`src/rtl/bru_pkg.sv`:
```
// Shared definitions for the branch resolve unit: the per-instruction
// metadata record carried down the pipeline, the predictor counter
// encodings, the PC increment, and a saturating-increment helper.
package bru_pkg;

  localparam int BRU_XLEN = 32;

  localparam logic [BRU_XLEN-1:0] PC_INC = 32'd4;

  // Two-bit direction counter encodings used by the predictor.
  localparam logic [1:0] CNT_ST  = 2'b11;
  localparam logic [1:0] CNT_WT  = 2'b10;
  localparam logic [1:0] CNT_WNT = 2'b01;
  localparam logic [1:0] CNT_SNT = 2'b00;

  typedef struct packed {
    logic                valid;
    logic [BRU_XLEN-1:0] pc;
    logic                hit;
    logic                taken;
    logic [BRU_XLEN-1:0] pred_addr;
  } bru_meta_t;

  function automatic logic [31:0] sat_inc(input logic [31:0] v);
    return (v == 32'hFFFF_FFFF) ? v : v + 32'd1;
  endfunction

endpackage

```
`src/rtl/bru_meta_stage.sv`:
```
// One pipeline register of prediction metadata. Clear wins over hold so a
// flush always empties the stage, even while the pipeline is stalled.
module bru_meta_stage
  import bru_pkg::*;
(
  input  logic      clk,
  input  logic      rst,
  input  logic      hold,
  input  logic      clear,
  input  bru_meta_t d,
  output bru_meta_t q
);

  // Register the metadata: reset/clear empty it, hold freezes it.
  always_ff @(posedge clk) begin
    if (rst || clear) begin
      q <= '0;
    end else if (!hold) begin
      q <= d;
    end
  end

endmodule

```
`src/rtl/branch_resolve_unit.sv`:
```
// Branch resolve unit: carries fetch-time prediction metadata through IF/ID
// and ID/EX, compares it with the real outcome in EX, and produces registered
// predictor-update, redirect and flush pulses one cycle after evaluation.
// Optional statistics counters are built only when BRU_STATS_EN is defined.
// XLEN must match bru_pkg::BRU_XLEN, since the metadata record is sized there.
module branch_resolve_unit
  import bru_pkg::*;
#(
  parameter int XLEN = BRU_XLEN
) (
  input  logic            clk,
  input  logic            rst,
  input  logic            if_valid,
  input  logic [XLEN-1:0] pc_if,
  input  logic            pred_hit_if,
  input  logic            pred_taken_if,
  input  logic [XLEN-1:0] pred_addr_if,
  input  logic            stall,
  input  logic            ex_is_branch,
  input  logic            ex_taken,
  input  logic [XLEN-1:0] ex_target,
  output logic [XLEN-1:0] ADDR_EX,
  output logic [XLEN-1:0] Pred_EX,
  output logic            btb_enable,
  output logic            state_write,
  output logic            state_change,
  output logic            branch,
  output logic            redirect,
  output logic [XLEN-1:0] redirect_pc,
  output logic            flush,
  output logic [31:0]     branch_count,
  output logic [31:0]     mispredict_count
);

  bru_meta_t if_meta;
  bru_meta_t ifid_q;
  bru_meta_t idex_q;

  logic            eval;
  logic [XLEN-1:0] pc_plus4;
  logic [XLEN-1:0] pred_next;
  logic [XLEN-1:0] act_next;
  logic            mispredict;
  logic            redirect_q;

  assign if_meta = '{valid:     if_valid,
                     pc:        pc_if,
                     hit:       pred_hit_if,
                     taken:     pred_taken_if,
                     pred_addr: pred_addr_if};

  bru_meta_stage u_ifid (
    .clk   (clk),
    .rst   (rst),
    .hold  (stall),
    .clear (redirect_q),
    .d     (if_meta),
    .q     (ifid_q)
  );

  bru_meta_stage u_idex (
    .clk   (clk),
    .rst   (rst),
    .hold  (stall),
    .clear (redirect_q),
    .d     (ifid_q),
    .q     (idex_q)
  );

  // Evaluate the ID/EX instruction once: not while stalled or being flushed.
  always_comb begin
    eval       = idex_q.valid & ~stall & ~redirect_q;
    pc_plus4   = idex_q.pc + PC_INC;
    pred_next  = (idex_q.hit & idex_q.taken) ? idex_q.pred_addr : pc_plus4;
    act_next   = (ex_is_branch & ex_taken) ? ex_target : pc_plus4;
    mispredict = (act_next != pred_next);
  end

  // Register the update/redirect pulses; addresses hold between evaluations.
  always_ff @(posedge clk) begin
    if (rst) begin
      branch       <= 1'b0;
      state_change <= 1'b0;
      state_write  <= 1'b0;
      btb_enable   <= 1'b0;
      redirect_q   <= 1'b0;
      ADDR_EX      <= '0;
      Pred_EX      <= '0;
      redirect_pc  <= '0;
    end else begin
      branch       <= eval & ex_is_branch;
      state_change <= eval & ex_taken;
      state_write  <= eval & ex_is_branch & idex_q.hit;
      btb_enable   <= eval & ex_is_branch & ~idex_q.hit & ex_taken;
      redirect_q   <= eval & mispredict;
      if (eval) begin
        ADDR_EX     <= idex_q.pc;
        Pred_EX     <= ex_target;
        redirect_pc <= act_next;
      end
    end
  end

  assign redirect = redirect_q;
  assign flush    = redirect_q;

`ifdef BRU_STATS_EN
  logic [31:0] branch_cnt_q;
  logic [31:0] mispredict_cnt_q;

  // Saturating counts of evaluated branches and of mispredicts.
  always_ff @(posedge clk) begin
    if (rst) begin
      branch_cnt_q     <= '0;
      mispredict_cnt_q <= '0;
    end else if (eval) begin
      if (ex_is_branch) branch_cnt_q     <= sat_inc(branch_cnt_q);
      if (mispredict)   mispredict_cnt_q <= sat_inc(mispredict_cnt_q);
    end
  end

  assign branch_count     = branch_cnt_q;
  assign mispredict_count = mispredict_cnt_q;
`else
  assign branch_count     = '0;
  assign mispredict_count = '0;
`endif

endmodule
```
`config.mk`:
```
export PLATFORM = sky130hd
export DESIGN_NAME = branch_resolve_unit
export DESIGN_NICKNAME = d
export VERILOG_FILES = /design/src/rtl/bru_pkg.sv /design/src/rtl/bru_meta_stage.sv /design/src/rtl/branch_resolve_unit.sv
export SDC_FILE = /design/constraint.sdc
export NUM_CORES = 1
export LEC_CHECK = 0
export CAP_MARGIN = 20
export CORE_MARGIN = 2
export CORE_UTILIZATION = 25
export DETAILED_ROUTE_END_ITERATION = 7
export GPL_ROUTABILITY_DRIVEN = 0
export GPL_TIMING_DRIVEN = 0
export PLACE_DENSITY_LB_ADDON = 0.3
export SLEW_MARGIN = 20
export SYNTH_ARGS = -nofsm -noshare
export SYNTH_HDL_FRONTEND = slang
export SYNTH_SLANG_ARGS = --single-unit
```
`constraint.sdc`:
```
create_clock -name clk -period 3.4 [get_ports clk]
set_input_delay 0.85 -clock clk [delete_from_list [all_inputs] [get_ports clk]]
set_output_delay 0.85 -clock clk [all_outputs]
set_load 0.03 [all_outputs]
```
==> qor.csv, run 1 <==
stage,metric,value,unit
clock_network,CTS Buffer Depth,3,
routing,Routed Wire Length,43400,um
status,run status,finished clean,
flow_run,maxcap violations,0,
synthesis,Yosys reg bits,235,
floorplan,core box area,0.0455,mm^2
setup_path,crit-path max FO,10,
floorplan,die area,0.0480,mm^2
clock_network,CTS tree,done,
global_route,vias in the first global route,10100,
setup_path,CP Class,reg -> reg,
setup_path,Critical Path End,flush,
setup_path,R2R cell count,9,
finish,"commonest non-fill, non-tap cell in the layout",dfxtp_1,
routing,Routed WL per cell,19.1,um
global_route,grt total ovfl,0,
floorplan,IO Count,270,
clock_network,Root Buffer,clkbuf_16,
placement,Port Buffers,200,
global_route,first-pass GRT wire length,63400,um
setup_path,critical path endpoint category,flip-flop,
synthesis,ys flop type,dfxtp_1,
timing,RSZ-0062 raised after global routing,no,
finish,FILL cells,4711,
global_route,initial antenna violation count,3,
floorplan,Initial Util,25.4,%
finish,Inserted Diodes,0,
setup_path,FF-to-FF setup slack,0.13,ns
placement,HPWL Detailed,34900,um
setup_path,Critical Path Source,u_idex.q[36],
finish,post-layout util,34.4,%
synthesis,Post-synth EDFFs,0,
timing,skew final,0.00923,ns
timing,Slew @ Worst Pin,0.881,ns
timing,final setup violation count,0,
pwr,Leak Pwr,6.16,nW
finish,Area Growth Syn to Fin,35.4,%
setup_path,reg-to-reg startpoint,u_idex.q[36],
timing,FMAX,0.306,GHz
synthesis,area of the mapped netlist,0.0116,mm^2
worst_hold_path,Hold WC Path Type,reg -> reg,
synthesis,Synth Instances,1360,
pwr,total chip power,7.28,mW
pwr,Max VDD drop,0.267,mV
timing,setup TNS,0,ns
timing,setup ws final,0.128,ns
global_route,largest net degree at the start of global routing,14,
setup_path,"Data required, critical path",3.80,ns
clock_network,Sink Count,235,
routing,via count,10600,
pwr,Cell Pwr Density,465,mW/mm^2
synthesis,Yosys warnings,0,
setup_path,FF-to-FF End,flush,
placement,Place WS,-0.716,ns
timing,Max-slew headroom,41.1,%
finish,nets,1758,
finish,most frequent cells in the layout,"dfxtp_1, nor2_1, clkdlybuf4s50_1",
routing,drt drc,0,
synthesis,sequential area share after synthesis,40.7,%
routing,Antenna Nets Post-Route,0,
floorplan,die height,219,um
clock_network,TritonCTS Buffers,28,
routing,number of iterations in the first detailed-routing pass,6,
clock_network,H-tree Lvls,1,
global_route,GRT Util Overall,17.7,%
synthesis,Yosys top cell area share,40.7,%
finish,layout cell share with drive strength beyond 1,9.91,%
synthesis,syn_area_per_cell,8.51,um^2
clock_network,Post-CTS Setup Repair Bufs,0,
routing,Initial DRC Count,888,
clock_network,"Reg clk slew, reported paths",0.06,ns
synthesis,dominant cell type by area after synthesis,dfxtp_1,
synthesis,synth top area cells,"dfxtp_1, mux2i_1, nor2_1, nand2_1, buf_4",
synthesis,synth unique cells,69,
routing,via/cell ratio,4.64,
floorplan,FP Rows,78,
timing,max-slew violations,0,
timing,final period demand of the worst path,3.27,ns
placement,placed cells,2223,
timing,Final Hold Viols,0,
timing,period utilization,96.2,%
setup_path,worst path arrival time,3.67,ns
clock_network,worst skew pair latency,0.55,ns
synthesis,fraction of registers with async set/reset,0,%
setup_path,type of origin of the critical path,flip-flop,
floorplan,Die Wd,219,um
finish,final std cells w/o fill,2275,
## area by class of cell
cell class	instances	area [um^2]	area share, %
plain buffers	171	950	6.06
clock inverters	14	260	1.66
well taps	600	751	4.79
multi-input cells	1006	6120	39.1
repair buffers	200	2000	12.8
inverters	11	41.3	0.264
clock buffers	38	840	5.36
flip-flops and latches	235	4700	30.0
## power by group
part	total [mW]	switching, mW	internal (mW)	leakage (nW)
Sequential	2.91	0.0717	2.84	1.91
Combinational	0.889	0.514	0.375	3.70
Clock	3.48	1.22	2.26	0.543
## Yosys cell counts (4+ instances only)
| cell | number |
|---|---|
| a2111oi_0 | 6 |
| a211oi_1 | 21 |
| a21oi_1 | 109 |
| a221oi_1 | 5 |
| a22oi_1 | 5 |
| a311oi_1 | 5 |
| a31oi_1 | 5 |
| and2_1 | 7 |
| and3_1 | 9 |
| and4_1 | 9 |
| buf_1 | 17 |
| buf_2 | 11 |
| buf_4 | 76 |
| clkbuf_1 | 64 |
| dfxtp_1 | 235 |
| inv_1 | 11 |
| mux2i_1 | 142 |
| nand2_1 | 172 |
| nand2b_1 | 6 |
| nand3_1 | 24 |
| nand4_1 | 12 |
| nor2_1 | 207 |
| nor3_1 | 14 |
| nor4_1 | 8 |
| o2111ai_1 | 4 |
| o21ai_0 | 15 |
| o22ai_1 | 4 |
| o31ai_1 | 6 |
| or3_1 | 4 |
| xnor2_1 | 52 |
| xnor3_1 | 5 |
| xor2_1 | 33 |
## layer usage
metal / vias to the layer above / GRT usage (%) / wire (um)
li1: 5120 / - / -
met2: 455 / 29.8 / 20200
met1: 4913 / 22.6 / 18500
met3: 69 / 3.49 / 3380
met4: 6 / 5.68 / 1270
met5: - / 0 / 41
## worst min path at each step
stage	startpoint	endpoint	slack (ns)	cells after the start
global route	Pred_EX[20]	Pred_EX[20]	0.47	2
CTS	Pred_EX[21]	Pred_EX[21]	0.45	2
global placement	Pred_EX[29]	Pred_EX[29]	0.44	2
detailed placement	Pred_EX[21]	Pred_EX[21]	0.45	2
finish	Pred_EX[21]	Pred_EX[21]	0.45	2
floorplan	u_idex.q[34]	ADDR_EX[0]	0.46	2
## cell families after synthesis
group	count (synthesis)	synth area share [%]
compound gates	212	11.7
xor+xnor	90	7.41
fa+ha+maj	1	0.108
buf+inv	182	8.52
flops	235	40.7
mux	144	12.5
other cells	1	0.0324
simple gates	495	19.1
## sequential cells by signal, indices dropped and copies added, names as in the netlist
register and flops:
branch 1, u_idex.q 67, ADDR_EX 32, u_ifid.q 67, state_change 1, Pred_EX 32, redirect_pc 32, btb_enable 1
flush 1, state_write 1
## critical path, cell delays in order, from the launching register on
cell	delay, ns
dfxtp_1	0.35
buf_2	0.22
nand4_2	0.33
nor3_2	0.64
mux2i_1	0.30
nand2_1	0.11
xor2_1	0.15
or4_1	0.56
o31ai_1	0.29
a41oi_1	0.17
## metrics by stage
stage / hold WS (ns) / cell area (um^2)
final: 0.451 / 15700
after global routing: 0.468 / 15700
after CTS: 0.454 / 15700
after detailed placement: 0.446 / 14600
after global placement: 0.442 / 14600
after floorplan: 0.458 / 11800
## repair_timing
action                                  CTS  global route
hold buffers                              0             0
resized for setup                         2             4
endpoints found under the setup margin    7             8
Power figures use the tool's default switching activity.
==> run 2, diff against run 1 <==
CORE_UTILIZATION = 51   (was 25)
MAX_ROUTING_LAYER = met4   (was default)
==> run 2 against run 1 <==
The flow now finishes with violations (setup timing). Sequential cell count unchanged. Total power decreased by 13%. Combinational power decreased by 1%. Core utilization increased by 32 points. Sequential power about the same. Critical endpoint unchanged.
==> qor.csv, run 2 (synthesis gave the netlist of run 1 again) <==
stage,metric,value,unit,change
clock_network,H-tree Lvls,1,,unchanged
finish,Inserted Diodes,0,,unchanged
clock_network,Post-CTS Setup Repair Bufs,0,,unchanged
clock_network,worst skew pair latency,0.52,ns,-0.03 ns
timing,Max-slew headroom,36.3,%,-4.8 points
finish,"commonest non-fill, non-tap cell in the layout",dfxtp_1,,
worst_hold_path,Hold WC Path Type,reg -> reg,,
worst_hold_path,Hold Path Origin,Pred_EX[25],,
timing,final setup violation count,1,,+1
floorplan,core box area,0.0224,mm^2,-51%
routing,drt drc,0,,unchanged
pwr,Max VDD drop,0.332,mV,+24%
clock_network,hold buffers post-CTS,0,,unchanged
timing,skew final,0.0124,ns,+0.00314 ns
setup_path,type of origin of the critical path,flip-flop,,
status,run status,"finished, violations left",,
timing,FMAX,0.293,GHz,-4.3%
finish,Area Growth Syn to Fin,29.3,%,
floorplan,IO Count,270,,unchanged
pwr,Cell Pwr Density,423,mW/mm^2,-8.9%
flow_run,maxcap violations,0,,unchanged
global_route,vias in the first global route,10100,,-0.0099%
placement,HPWL Detailed,28200,um,-19%
worst_hold_path,worst hold endpoint,Pred_EX[25],,
timing,Slew @ Worst Pin,0.953,ns,+0.0721 ns
finish,FILL cells,1852,,-61%
global_route,GRT Util Overall,30.2,%,+13 points
global_route,first-pass GRT wire length,55100,um,-13%
timing,Final Hold Viols,0,,unchanged
floorplan,Initial Util,51.6,%,+26 points
finish,Largest regs,"u_idex.q (67), u_ifid.q (67)",,
pwr,Leak Pwr,6.00,nW,-2.5%
timing,Worst Hold Slack,0.453,ns,+0.00177 ns
worst_hold_path,hold-critical path depth,2,,unchanged
placement,Place WS,-0.502,ns,+0.214 ns
clock_network,Sink Count,235,,unchanged
setup_path,FF-to-FF End,flush,,
routing,via/cell ratio,5.64,,+22%
setup_path,R2R cell count,8,,-1
routing,via count,11000,,+4.2%
global_route,largest net degree at the start of global routing,14,,unchanged
finish,most frequent cells in the layout,"dfxtp_1, nor2_1, clkdlybuf4s50_1",,
floorplan,die height,155,um,-29%
setup_path,"Data required, critical path",3.76,ns,-0.04 ns
setup_path,crit-path max FO,10,,unchanged
routing,Initial DRC Count,1071,,+21%
clock_network,CTS Buffer Depth,3,,unchanged
clock_network,Root Buffer,clkbuf_16,,
clock_network,"Reg clk slew, reported paths",0.06,ns,about the same
placement,Port Buffers,200,,unchanged
global_route,grt total ovfl,0,,unchanged
timing,period utilization,101,%,+4.3 points
clock_network,TritonCTS Buffers,24,,-14%
timing,final period demand of the worst path,3.42,ns,+0.147 ns
finish,layout cell share with drive strength beyond 1,9.18,%,-0.73 points
timing,max-slew violations,0,,unchanged
setup_path,critical path endpoint category,flip-flop,,
status,failing checks,setup timing,,
routing,Routed Wire Length,36800,um,-15%
finish,nets,1754,,-0.23%
routing,Routed WL per cell,18.9,um,-1.1%
clock_network,CTS tree,done,,
setup_path,worst path arrival time,3.78,ns,+0.11 ns
floorplan,die area,0.0239,mm^2,-50%
setup_path,CP Class,reg -> reg,,
global_route,initial antenna violation count,0,,-3
timing,RSZ-0062 raised after global routing,yes,,
setup_path,reg-to-reg startpoint,u_idex.q[37],,
routing,Antenna Nets Post-Route,0,,unchanged
setup_path,FF-to-FF setup slack,-0.02,ns,-0.15 ns
timing,setup ws final,-0.0186,ns,-0.147 ns
routing,number of iterations in the first detailed-routing pass,8,,+2
floorplan,Die Wd,155,um,-29%
floorplan,FP Rows,55,,-29%
[run 2: area by class of cell]
class                           instances  area, um^2  share of cell area [%]
Buffer                                171         948                    6.34
Clock buffer                           37         731                    4.88
Clock inverter                          6        32.5                   0.217
Inverter                               11        41.3                   0.276
Multi-Input combinational cell       1006        6140                    41.1
Sequential cell                       235        4700                    31.5
Tap cell                              285         357                    2.38
Timing Repair Buffer                  200        2000                    13.4
[run 2: critical path, cell delays in order (launching register included)]
cell and delay [ns]:
dfxtp_1 0.53, nand4_2 0.43, nor4_2 0.54, xnor2_1 0.32, a211o_1 0.19, o21ai_0 0.06, or4_1 0.56, o31ai_1 0.42
a41oi_1 0.21
[run 2: per-layer routing]
layer / global-route usage, % / share of wire (%)
met1: 36.5 / 39
met2: 48.9 / 45
met3: 7.06 / 11
met4: 12.3 / 4.9
met5: - / 0
[run 2: stage by stage]
step	util, %	cell area [um^2]	cells	setup TNS, ns	power (mW)
after floorplan	-	11800	1423	0	3.51
after global placement	63.1	14200	1908	-7.44	3.80
after detailed placement	63.1	14200	1908	-7.80	3.82
after CTS	66.5	14900	1951	0	6.32
after global routing	66.7	15000	1951	-0.0104	6.52
final	66.7	15000	1951	-0.0186	6.33
[run 2: report_power, final]
group	internal, mW	switching, mW
combinational	0.374	0.502
clock	1.47	1.06
sequential	2.84	0.0718
total	4.69	1.64
[run 2: how the worst max path moves through the flow]
stage                            start    end  slack, ns  cells after the start
after floorplan               ex_taken  flush       0.81                      8
after global routing      u_idex.q[37]  flush      -0.01                      8
after CTS                 u_idex.q[37]  flush       0.13                      9
after global placement    ex_is_branch  flush      -0.47                     10
final                     u_idex.q[37]  flush      -0.02                      8
after detailed placement  ex_is_branch  flush      -0.50                      9
[run 2: timing repair]
action	4_1_cts	5_1_grt
pin swaps	0	0
resized for setup	2	10
endpoints found under the setup margin	1	2
